**src/rtl/rv32_issue_scoreboard_if.sv**
```systemverilog
// rtl/rv32_issue_scoreboard_if.sv - decode/issue/writeback handshake bundle for rv32_issue_scoreboard
interface rv32_issue_scoreboard_if #(
  parameter int MAX_OUTSTANDING = 4
);
  localparam int CW = $clog2(MAX_OUTSTANDING + 1);

  logic          dec_valid;
  logic          dec_ready;
  logic [4:0]    dec_rs1;
  logic [4:0]    dec_rs2;
  logic [4:0]    dec_rd;
  logic          dec_use_rs1;
  logic          dec_use_rs2;
  logic          dec_write_rd;
  logic          iss_valid;
  logic          iss_ready;
  logic          wb_valid;
  logic [4:0]    wb_rd;
  logic          flush;
  logic [CW-1:0] outstanding;
  logic          busy;

  modport master (
    output dec_valid, dec_rs1, dec_rs2, dec_rd, dec_use_rs1, dec_use_rs2, dec_write_rd,
    output iss_ready, wb_valid, wb_rd, flush,
    input  dec_ready, iss_valid, outstanding, busy
  );

  modport slave (
    input  dec_valid, dec_rs1, dec_rs2, dec_rd, dec_use_rs1, dec_use_rs2, dec_write_rd,
    input  iss_ready, wb_valid, wb_rd, flush,
    output dec_ready, iss_valid, outstanding, busy
  );
endinterface

```
**src/rtl/rv32_issue_scoreboard.sv**
```systemverilog
// rtl/rv32_issue_scoreboard.sv - register pending-write scoreboard gating in-order issue
// Optional same-cycle writeback bypass: define RV32_SCOREBOARD_BYPASS_EN.
module rv32_issue_scoreboard #(
  parameter int MAX_OUTSTANDING = 4
) (
  input logic                    clk,
  input logic                    rst,
  rv32_issue_scoreboard_if.slave sb
);
  localparam int CW = $clog2(MAX_OUTSTANDING + 1);

  logic [31:1]   pending_q, pending_d;
  logic [CW-1:0] outstanding_q, outstanding_d;
  logic [31:0]   pend_vec;
  logic [31:0]   pend_eff;
  logic [31:0]   pend_nxt;
  logic          at_max;
  logic          full;
  logic          hazard;
  logic          fire;
  logic          set_en;
  logic          clr_en;

  // Bit 0 is hardwired clear so x0 never creates a dependency.
  assign pend_vec = {pending_q, 1'b0};
  assign at_max   = (outstanding_q == CW'(MAX_OUTSTANDING));
  assign clr_en   = sb.wb_valid & pend_vec[sb.wb_rd];

  always_comb begin
    pend_eff = pend_vec;
    full     = at_max;
`ifdef RV32_SCOREBOARD_BYPASS_EN
    // A completing writeback releases its register and its counter slot this cycle.
    if (sb.wb_valid) pend_eff[sb.wb_rd] = 1'b0;
    if (clr_en) full = 1'b0;
`endif
    hazard = (sb.dec_use_rs1  & pend_eff[sb.dec_rs1])
           | (sb.dec_use_rs2  & pend_eff[sb.dec_rs2])
           | (sb.dec_write_rd & pend_eff[sb.dec_rd])
           | (sb.dec_write_rd & (sb.dec_rd != 5'd0) & full);
  end

  assign sb.iss_valid   = sb.dec_valid & ~hazard & ~sb.flush & ~rst;
  assign sb.dec_ready   = sb.iss_ready & ~hazard & ~sb.flush & ~rst;
  assign sb.outstanding = outstanding_q;
  assign sb.busy        = (outstanding_q != '0);

  assign fire   = sb.dec_valid & sb.dec_ready;
  assign set_en = fire & sb.dec_write_rd & (sb.dec_rd != 5'd0);

  always_comb begin
    pend_nxt      = pend_vec;
    outstanding_d = outstanding_q;
    // Clear before set so a bypassed same-register issue leaves the bit pending.
    if (clr_en) pend_nxt[sb.wb_rd] = 1'b0;
    if (set_en) pend_nxt[sb.dec_rd] = 1'b1;
    if (set_en && !clr_en) begin
      outstanding_d = outstanding_q + CW'(1);
    end else if (!set_en && clr_en) begin
      outstanding_d = outstanding_q - CW'(1);
    end
    pending_d = pend_nxt[31:1];
    if (sb.flush) begin
      pending_d     = '0;
      outstanding_d = '0;
    end
  end

  always_ff @(posedge clk) begin
    if (rst) begin
      pending_q     <= '0;
      outstanding_q <= '0;
    end else begin
      pending_q     <= pending_d;
      outstanding_q <= outstanding_d;
    end
  end

  always_ff @(posedge clk) begin
    if (!rst) begin
      assert (!(set_en && !clr_en && at_max));
      assert (!(clr_en && !set_en && (outstanding_q == '0)));
    end
  end
endmodule

```
**src/flat_wrapper.sv**
```systemverilog
// flat-port wrapper written by rule: the top's interface ports become plain ports
module rv32_issue_scoreboard_flat 
#(
  parameter int MAX_OUTSTANDING = 4
)
  (clk, rst, sb_dec_valid, sb_dec_rs1, sb_dec_rs2, sb_dec_rd, sb_dec_use_rs1, sb_dec_use_rs2, sb_dec_write_rd, sb_iss_ready, sb_wb_valid, sb_wb_rd, sb_flush, sb_dec_ready, sb_iss_valid, sb_outstanding, sb_busy);
  rv32_issue_scoreboard_if #(.MAX_OUTSTANDING(MAX_OUTSTANDING)) sb_i ();
  input logic clk;
  input logic rst;
  input wire logic [$bits(sb_i.dec_valid)-1:0] sb_dec_valid;
  input wire logic [$bits(sb_i.dec_rs1)-1:0] sb_dec_rs1;
  input wire logic [$bits(sb_i.dec_rs2)-1:0] sb_dec_rs2;
  input wire logic [$bits(sb_i.dec_rd)-1:0] sb_dec_rd;
  input wire logic [$bits(sb_i.dec_use_rs1)-1:0] sb_dec_use_rs1;
  input wire logic [$bits(sb_i.dec_use_rs2)-1:0] sb_dec_use_rs2;
  input wire logic [$bits(sb_i.dec_write_rd)-1:0] sb_dec_write_rd;
  input wire logic [$bits(sb_i.iss_ready)-1:0] sb_iss_ready;
  input wire logic [$bits(sb_i.wb_valid)-1:0] sb_wb_valid;
  input wire logic [$bits(sb_i.wb_rd)-1:0] sb_wb_rd;
  input wire logic [$bits(sb_i.flush)-1:0] sb_flush;
  output wire logic [$bits(sb_i.dec_ready)-1:0] sb_dec_ready;
  output wire logic [$bits(sb_i.iss_valid)-1:0] sb_iss_valid;
  output wire logic [$bits(sb_i.outstanding)-1:0] sb_outstanding;
  output wire logic [$bits(sb_i.busy)-1:0] sb_busy;
  assign sb_i.dec_valid = sb_dec_valid;
  assign sb_i.dec_rs1 = sb_dec_rs1;
  assign sb_i.dec_rs2 = sb_dec_rs2;
  assign sb_i.dec_rd = sb_dec_rd;
  assign sb_i.dec_use_rs1 = sb_dec_use_rs1;
  assign sb_i.dec_use_rs2 = sb_dec_use_rs2;
  assign sb_i.dec_write_rd = sb_dec_write_rd;
  assign sb_i.iss_ready = sb_iss_ready;
  assign sb_i.wb_valid = sb_wb_valid;
  assign sb_i.wb_rd = sb_wb_rd;
  assign sb_i.flush = sb_flush;
  assign sb_dec_ready = sb_i.dec_ready;
  assign sb_iss_valid = sb_i.iss_valid;
  assign sb_outstanding = sb_i.outstanding;
  assign sb_busy = sb_i.busy;
  rv32_issue_scoreboard #(.MAX_OUTSTANDING(MAX_OUTSTANDING)) u_core (.clk(clk), .rst(rst), .sb(sb_i));
endmodule
```
**config.mk**
```make
export PLATFORM = sky130hd
export DESIGN_NAME = rv32_issue_scoreboard_flat
export DESIGN_NICKNAME = d
export VERILOG_FILES = /design/src/rtl/rv32_issue_scoreboard_if.sv /design/src/rtl/rv32_issue_scoreboard.sv /design/src/flat_wrapper.sv
export SDC_FILE = /design/constraint.sdc
export NUM_CORES = 1
export LEC_CHECK = 0
export CAP_MARGIN = 20
export CORE_MARGIN = 1
export CORE_UTILIZATION = 50
export DETAILED_ROUTE_END_ITERATION = 7
export MAX_ROUTING_LAYER = met4
export PLACE_DENSITY = 0.73
export SYNTH_ARGS = -nofsm -noshare
export SYNTH_HDL_FRONTEND = slang
export SYNTH_SLANG_ARGS = --single-unit
export TNS_END_PERCENT = 1
```
**constraint.sdc**
```tcl
create_clock -name clk -period 10.3 [get_ports clk]
set_input_delay 1.545 -clock clk [delete_from_list [all_inputs] [get_ports clk]]
set_output_delay 1.545 -clock clk [all_outputs]
set_load 0.01 [all_outputs]
```
-- Word-level counts from Yosys, hierarchy flattened
Index checks and enable logic that the tools add are counted.
- $add $sub $neg: 2
- multipliers: 0
- div/mod/pow operators: 0
- magnitude comparators: 6
- equality and inequality tests: 1
- shift operators: 0
- muxes and demuxes: 16
- bitwise gates (word level): 24
- reduce and logical (&&, ||, !) cells: 10
- operator list (kind ; count):
    $mux W32 ; 2
    $and A32 B32 Y32 ; 1
    $not A32 Y32 ; 1
    $or A32 B32 Y32 ; 1
    $lt A5 B6 Y1 const B ; 4
    $bmux W1 S5 ; 4
    $and A1 B1 Y1 ; 15
    $demux W1 S5 ; 2
    $ge A5 B1 Y1 const B ; 2
    $mux W1 ; 6
    $mux W3 ; 2
    $reduce_bool A5 Y1 ; 1
    $logic_and A1 B1 Y1 ; 4
    $add A3 B1 Y3 const B ; 1
    $eq A3 B3 Y1 const B ; 1
    $not A1 Y1 ; 3
    $or A1 B1 Y1 ; 3
    $reduce_bool A3 Y1 ; 1
    $sub A3 B1 Y3 const B ; 1
    $logic_not A1 Y1 ; 2
    $reduce_bool A2 Y1 ; 1
    $reduce_or A2 Y1 ; 1
- bits in registers: 34
- latch bits: 0
- RAM bits: 0
- ROM bits: 0
- output and inout bits: 6
- word-level logic and storage cells: 61
- memories: 0

-- Logic depth before layout (Yosys ltp)
Gate-level depths: netlist (run 1).
- word-level depth: 17
- depth in mapped cells: 16
- depth with buffers taken out: 13

-- Worst setup path after synthesis (run 1)
Ideal clock, no wire load.
- path kind: input to output
- from: input sb_dec_rs2[0]
- to: output sb_dec_ready
- data arrival time: 3.110 ns
- required time: 8.755 ns
- setup slack: 5.645 ns
- stages on the path: 7
- buffers on the path: 1
- cell sequence: buf_2 > mux4_2 > nor2_1 > o311ai_1 > a311oi_1 > and4b_2 > and2_1
- longest elaborated chain between the ends: 10
- ends and longest elaborated chain (what ; line ; text):
    start, declared ; flat_wrapper.sv:12 ; input wire logic [$bits(sb_i.dec_rs2)-1:0] sb_dec_rs2;
    $bmux W1 S5 ; rv32_issue_scoreboard.sv:38 ; | (sb.dec_use_rs2 & pend_eff[sb.dec_rs2])
    $mux W1 (implied by the code) ; rv32_issue_scoreboard.sv:38 ;
    $and A1 B1 Y1 ; rv32_issue_scoreboard.sv:38 ;
    $or A1 B1 Y1 ; rv32_issue_scoreboard.sv:38 ;
    $or A1 B1 Y1 ; rv32_issue_scoreboard.sv:39 ; | (sb.dec_write_rd & pend_eff[sb.dec_rd])
    $or A1 B1 Y1 ; rv32_issue_scoreboard.sv:40 ; | (sb.dec_write_rd & (sb.dec_rd != 5'd0) & full);
    $not A1 Y1 ; rv32_issue_scoreboard.sv:44 ; assign sb.dec_ready = sb.iss_ready & ~hazard & ~sb.flush & ~rst;
    $and A1 B1 Y1 (3 in a row) ; rv32_issue_scoreboard.sv:44 ;
    end, declared ; flat_wrapper.sv:21 ; output wire logic [$bits(sb_i.dec_ready)-1:0] sb_dec_ready;
Every way passes these cells. The select of a mux whose other input is x is not followed.

-- Final worst setup path (run 1)
- from: input sb_dec_rd[1]
- to: output sb_dec_ready
- longest elaborated chain between the ends: 9
- elaborated cells on any way between the ends: 12
- those cells by class: 2 x mux; 9 x bitwise; 1 x reduce/logical
- ends and longest elaborated chain (what ; line ; text):
    start, declared ; flat_wrapper.sv:13 ; input wire logic [$bits(sb_i.dec_rd)-1:0] sb_dec_rd;
    $bmux W1 S5 ; rv32_issue_scoreboard.sv:39 ;
    $mux W1 (implied by the code) ; rv32_issue_scoreboard.sv:39 ;
    $and A1 B1 Y1 ; rv32_issue_scoreboard.sv:39 ;
    $or A1 B1 Y1 ; rv32_issue_scoreboard.sv:39 ;
    $or A1 B1 Y1 (*) ; rv32_issue_scoreboard.sv:40 ;
    $not A1 Y1 (*) ; rv32_issue_scoreboard.sv:44 ;
    $and A1 B1 Y1 (*) (3 in a row) ; rv32_issue_scoreboard.sv:44 ;
Every way passes the cells marked *; elsewhere a longest branch is shown, timed or not. The select of a mux whose other input is x is not followed.

==> results of run 1 <==
## synthesized netlist by cell type (2+ instances only)
cell,n,area [sq um]
dfxtp_1,34,681
o21ai_0,23,115
mux2i_1,20,200
mux4_2,19,428
o311ai_0,17,149
nor2_1,15,56.3
o211ai_1,15,113
nand2_1,14,52.6
nand3_1,11,55.1
clkbuf_1,10,37.5
o31ai_1,9,67.6
inv_1,8,30.0
nand2b_1,7,43.8
buf_2,6,30.0
mux2_2,6,67.6
nand3b_1,6,45.0
nor2b_1,6,37.5
nand4_1,5,31.3
nor3b_1,4,30.0
a21oi_1,3,15.0
a311oi_1,3,26.3
buf_6,3,33.8
or3_1,3,18.8
a221oi_1,2,17.5
a311o_1,2,20.0
and2_1,2,12.5
buf_4,2,15.0
o2111ai_1,2,17.5
o41ai_1,2,17.5
xor2_1,2,17.5
## through the flow
step	hold slack [ns]	cell area (sq um)
final	0.505	3060
after detailed placement	0.501	2980
after global routing	0.574	3060
after global placement	0.495	2980
after floorplan	0.493	2660
after CTS	0.511	3060
## final cells by class
cell class | instances | area share
clock buffer | 7 | 0.0250
inverter | 8 | 0.00982
multi-input combinational | 218 | 0.600
sequential | 34 | 0.223
tap | 70 | 0.0286
timing repair buffer | 35 | 0.114
## cells by family after synthesis
group | after synthesis
adders and majority gates | 2
xor gates and xnor gates | 2
AOI/OAI and AO/OA | 87
and+or+nand+nor | 82
DFF | 34
buffers and inverters | 29
muxes | 45
## power breakdown
part | internal, mW | total (mW) | switching (mW)
clock | 0.0465 | 0.0923 | 0.0458
combinational | 0.0212 | 0.0468 | 0.0255
sequential | 0.132 | 0.132 | 0.000177
## critical path, cell delays in order
cell and delay, ns:
clkdlybuf4s50_1 0.86, nand2b_1 0.61, o22ai_1 0.14, a221o_1 0.36
a221oi_1 0.26, and4b_2 0.35, and2_1 0.14, clkdlybuf4s50_1 0.52
## worst max-delay path by stage
stage                       start      endpoint  depth (start not counted)
floorplan           sb_dec_rs2[0]  sb_dec_ready                          7
global placement     sb_dec_rd[1]  sb_dec_ready                          8
detailed placement   sb_dec_rd[1]  sb_dec_ready                          8
CTS                  sb_dec_rd[1]  sb_dec_ready                          8
global route         sb_dec_rd[1]  sb_dec_ready                          8
finish               sb_dec_rd[1]  sb_dec_ready                          8
## state kept, by name (all words and copies together), names as in the netlist
| signal | cells |
|---|---|
| u_core.pending_q | 31 |
| u_core.sb.outstanding | 3 |
## layer usage
metal  track usage  up-vias  wire length, um  share of wire
met3        0.0442       29              709          0.086
li1              -     1181                -              -
met5             -        -                0              0
met4         0.147        0              277          0.034
met2         0.497      150             3730           0.45
met1         0.433     1237             3490           0.43
==> results.txt, run 1 <==
outcome = finished, final reports clean
ANT nets after route = 0
measured slew at the worst slew-check pin = 0.876 ns
Skew-Pair Late Insertion Delay = 0.29 ns
min-delay src = u_core.sb.outstanding[2]
Post-synth EDFFs = 0
Avg Cell Area, Syn = 9.47 sq um
filler instances = 464
IO Pins = 35
Crit Path Max Fanout = 18
final setup TNS = 0 ns
Worst R2R Setup Slack = 6.97 ns
power per cell area = 88.6 nW/um^2
Setup WS post-layout = 3.96 ns
critical path start-end classification = input port to output port
layout cells sized above 1 = 0.119
XOR/XNOR Fraction of Synth Area = 0.00659
DP HPWL = 5870 um
final WL = 8200 um
fmax = 158 MHz
syn_nets = 312
Syn Inst Count = 281
Die W = 74.9 um
FF+latch count, synth = 34
Setup Slack @ Placement = 4.03 ns
All-Layer GR Usage = 0.326
worst r2r src = u_core.pending_q[4]
H-tree depth = 2
ys flop type = dfxtp_1
CTS tree = built
Resized cells post-CTS = 0
Detailed Routing Iterations Pass 1 = 4
sequential cell area = 681 sq um
Clk Tree Root Cell = clkbuf_8
Initial DRC Count = 213
logic depth of the worst register-to-register path = 13
Final Non-Filler Cells = 372
Max Cap Viol = 0
Netlist Area Pre-Place = 2660 sq um
die area = 5620 sq um
Layout Nets = 333
main combinational cell family by area after synthesis = multiplexers
Crit. End Element = output port
IO Port Bufs = 34
post-CTS repair timing setup buffer count = 0
Leak = 0.991 nW
post-synthesis mux area share = 0.262
row cnt = 26
Layout area overhead = 15.0%
# diodes = 0
post-synthesis adder-cell area fraction = 0.0122
first-pass GRT wire length = 12,700 um
deepest clock path buffer count = 2
compound-gate portion of the synthesized area = 0.238
register area share after synthesis = 0.256
Critical Path Source Type = input port
Tmin final = 6.34 ns
vias in the first global route = 2,442
wire per inst = 22.1 um
# setup viols final = 0
Hold Crit Endpoint = u_core.sb.outstanding[2]
final core occ = 0.599
Syn. warnings = 0
Clock Skews = 0.00469 ns
core region area = 5110 sq um
Hold Path Cell Cnt = 2
simple-gate area share of the yosys netlist = 0.171
HP Class = flip-flop to flip-flop
GR Overflow Total = 0
clock-pin slew on the worst setup and hold paths = 0.06 ns
via count = 2,597
async set or reset register ratio after synthesis = 0
Crit path arrival time = 4.79 ns
RR Endpoint = u_core.sb.outstanding[2]
TritonCTS buffer count = 5
ratio of final minimum period to clock period = 0.615
Num Clock Sinks = 34
most frequent cells in the layout = clkdlybuf4s50_1 (34), dfxtp_1 (34), o21ai_0 (23)
largest net degree at the start of global routing = 38
Die Y = 74.9 um
Final Hold Fails = 0
area occupied by multi-input gates = 1840 sq um
VDD IR max = 0.000109 V
Placed Cells incl. Taps = 365
CTS Hold Bufs = 0
RSZ-0062 raised after global routing = false
max-slew violation count = 0
Synth cell types = 50
drc violations = 0
worst slew margin relative to its limit = 0.414
Starting Density = 0.521
Avg Vias per Cell = 6.98
initial antenna violation count = 0
CP required = 8.76 ns
gp weighted congestion = 0.991
Overall Power = 0.271 mW
Note: power is estimated with default switching activity, not from simulation.
==> run 2: changes to the inputs <==
Settings changed: PLACE_DENSITY 0.73 to 0.76.
Clock period 10.3 ns to 5.7 ns, I/O delays scaled along.
==> run 2 against run 1 <==
Sequential share of layout area fell by 0.22 points. Global-route usage about the same. Utilization rose by 0.59 points. Worst hold slack better by 0.024 ns. Largest cell class unchanged. Largest power group unchanged.
==> results.txt, run 2 (synthesis results as in run 1) <==
Clk Tree Root Cell = clkbuf_8
Starting Density = 0.521
sequential power share = 0.442
final setup TNS = 0 ns
max FFs per register = 31
H-tree depth = 2
Crit Path Max Fanout = 18
Critical Path Source Type = input port
wire per inst = 22.1 um
vias in the first global route = 2,540
# diodes = 0
Clock Skews = 0.00920 ns
layout cells sized above 1 = 0.122
IO Port Bufs = 34
via count = 2,667
Int Power = 0.407 mW
logic depth of the worst register-to-register path = 13
ANT nets after route = 0
Net Sw Frac = 0.245
final core occ = 0.605
Setup WS post-layout = 0.884 ns
Final Cell Area = 3090 sq um
post-CTS repair timing setup buffer count = 0
Die W = 74.9 um
max-slew violation count = 0
Final Non-Filler Cells = 373
VDD IR max = 0.000215 V
CTS tree = built
Final Hold Fails = 0
measured slew at the worst slew-check pin = 0.862 ns
placed inst area = 2980 sq um
Placed Cells incl. Taps = 365
most frequent cells in the layout = clkdlybuf4s50_1 (34), dfxtp_1 (34), o21ai_0 (23)
Worst R2R Setup Slack = 2.42 ns
outcome = finished, final reports clean
first-pass GRT wire length = 13,000 um
Overall Power = 0.539 mW
power per cell area = 174 nW/um^2
clock-pin slew on the worst setup and hold paths = 0.07 ns
Layout Nets = 333
# setup viols final = 0
Die Y = 74.9 um
Logic pwr share = 0.156
Fin Hold WS = 0.529 ns
switching pwr = 0.132 mW
die area = 5620 sq um
Max Cap Viol = 0
Avg Vias per Cell = 7.15
Largest Register = u_core.pending_q
Skew-Pair Late Insertion Delay = 0.29 ns
All-Layer GR Usage = 0.326
Crit. End Element = output port
worst r2r src = u_core.pending_q[30]
Layout area overhead = 16.1%
Num Clock Sinks = 34
Setup Slack @ Placement = 0.908 ns
GR Overflow Total = 0
Worst Setup EP = sb_iss_valid
Detailed Routing Iterations Pass 1 = 5
initial antenna violation count = 0
core region area = 5110 sq um
IO Pins = 35
drc violations = 0
Tmin final = 4.82 ns
Initial DRC Count = 278
Resized cells post-CTS = 0
RSZ-0062 raised after global routing = false
HP Class = flip-flop to flip-flop
power share of the clock group = 0.402
fmax = 208 MHz
Leak = 1.01 nW
RR Endpoint = u_core.sb.outstanding[2]
worst slew margin relative to its limit = 0.423
critical path start-end classification = input port to output port
ratio of final minimum period to clock period = 0.845
row cnt = 26
deepest clock path buffer count = 2
DP HPWL = 6010 um
gp weighted congestion = 0.961
CP required = 4.85 ns
CTS Hold Bufs = 0
final WL = 8260 um
Crit path arrival time = 3.96 ns
largest net degree at the start of global routing = 38
Worst Setup SP = sb_dec_rd[1]
TritonCTS buffer count = 5
-- run 2: cell count changes in the layout (fill, tap and decap cells not counted) --
| cell | before | now |
|---|---|---|
| bufinv_16 | 0 | 1 |
-- run 2: area by class of cell --
cell class / instances / area, sq um
clock buffer: 7 / 76.3
sequential: 34 / 681
timing repair buffer: 35 / 348
tap: 70 / 87.6
fill: 450 / 2020
inverter: 8 / 30.0
clock inverter: 1 / 30.0
multi-input combinational: 218 / 1840
-- run 2: power groups by stage --
stage	logic [mW]	clock network [mW]	registers (mW)
floorplan	0.0499	0	0.243
global placement	0.0816	0	0.243
detailed placement	0.0824	0	0.243
CTS	0.0829	0.218	0.238
global route	0.0894	0.230	0.238
finish	0.0841	0.217	0.238
-- run 2: critical path, cell delays in order --
cell and delay, ns:
clkdlybuf4s50_1 0.86, nand2b_1 0.54, o22ai_1 0.13, a221o_1 0.35
a221oi_1 0.22, and4b_2 0.33, and2_1 0.14, clkdlybuf4s50_1 0.53
-- run 2: routing by layer --
layer	track usage	vias up	routed length, um
met4	0.153	0	305
met2	0.485	190	3680
met1	0.433	1255	3370
met3	0.0549	38	904
met5	-	-	0
li1	-	1184	-
-- run 2: how the worst min path moves through the flow --
stage / start / endpoint / slack (ns) / cells past startpoint
global route: u_core.sb.outstanding[2] / u_core.sb.outstanding[2] / 0.58 / 2
detailed placement: u_core.sb.outstanding[2] / u_core.sb.outstanding[2] / 0.53 / 2
CTS: u_core.sb.outstanding[2] / u_core.sb.outstanding[2] / 0.53 / 2
finish: u_core.sb.outstanding[2] / u_core.sb.outstanding[2] / 0.53 / 2
global placement: u_core.sb.outstanding[2] / u_core.sb.outstanding[2] / 0.49 / 2
floorplan: u_core.pending_q[10] / u_core.pending_q[10] / 0.49 / 2
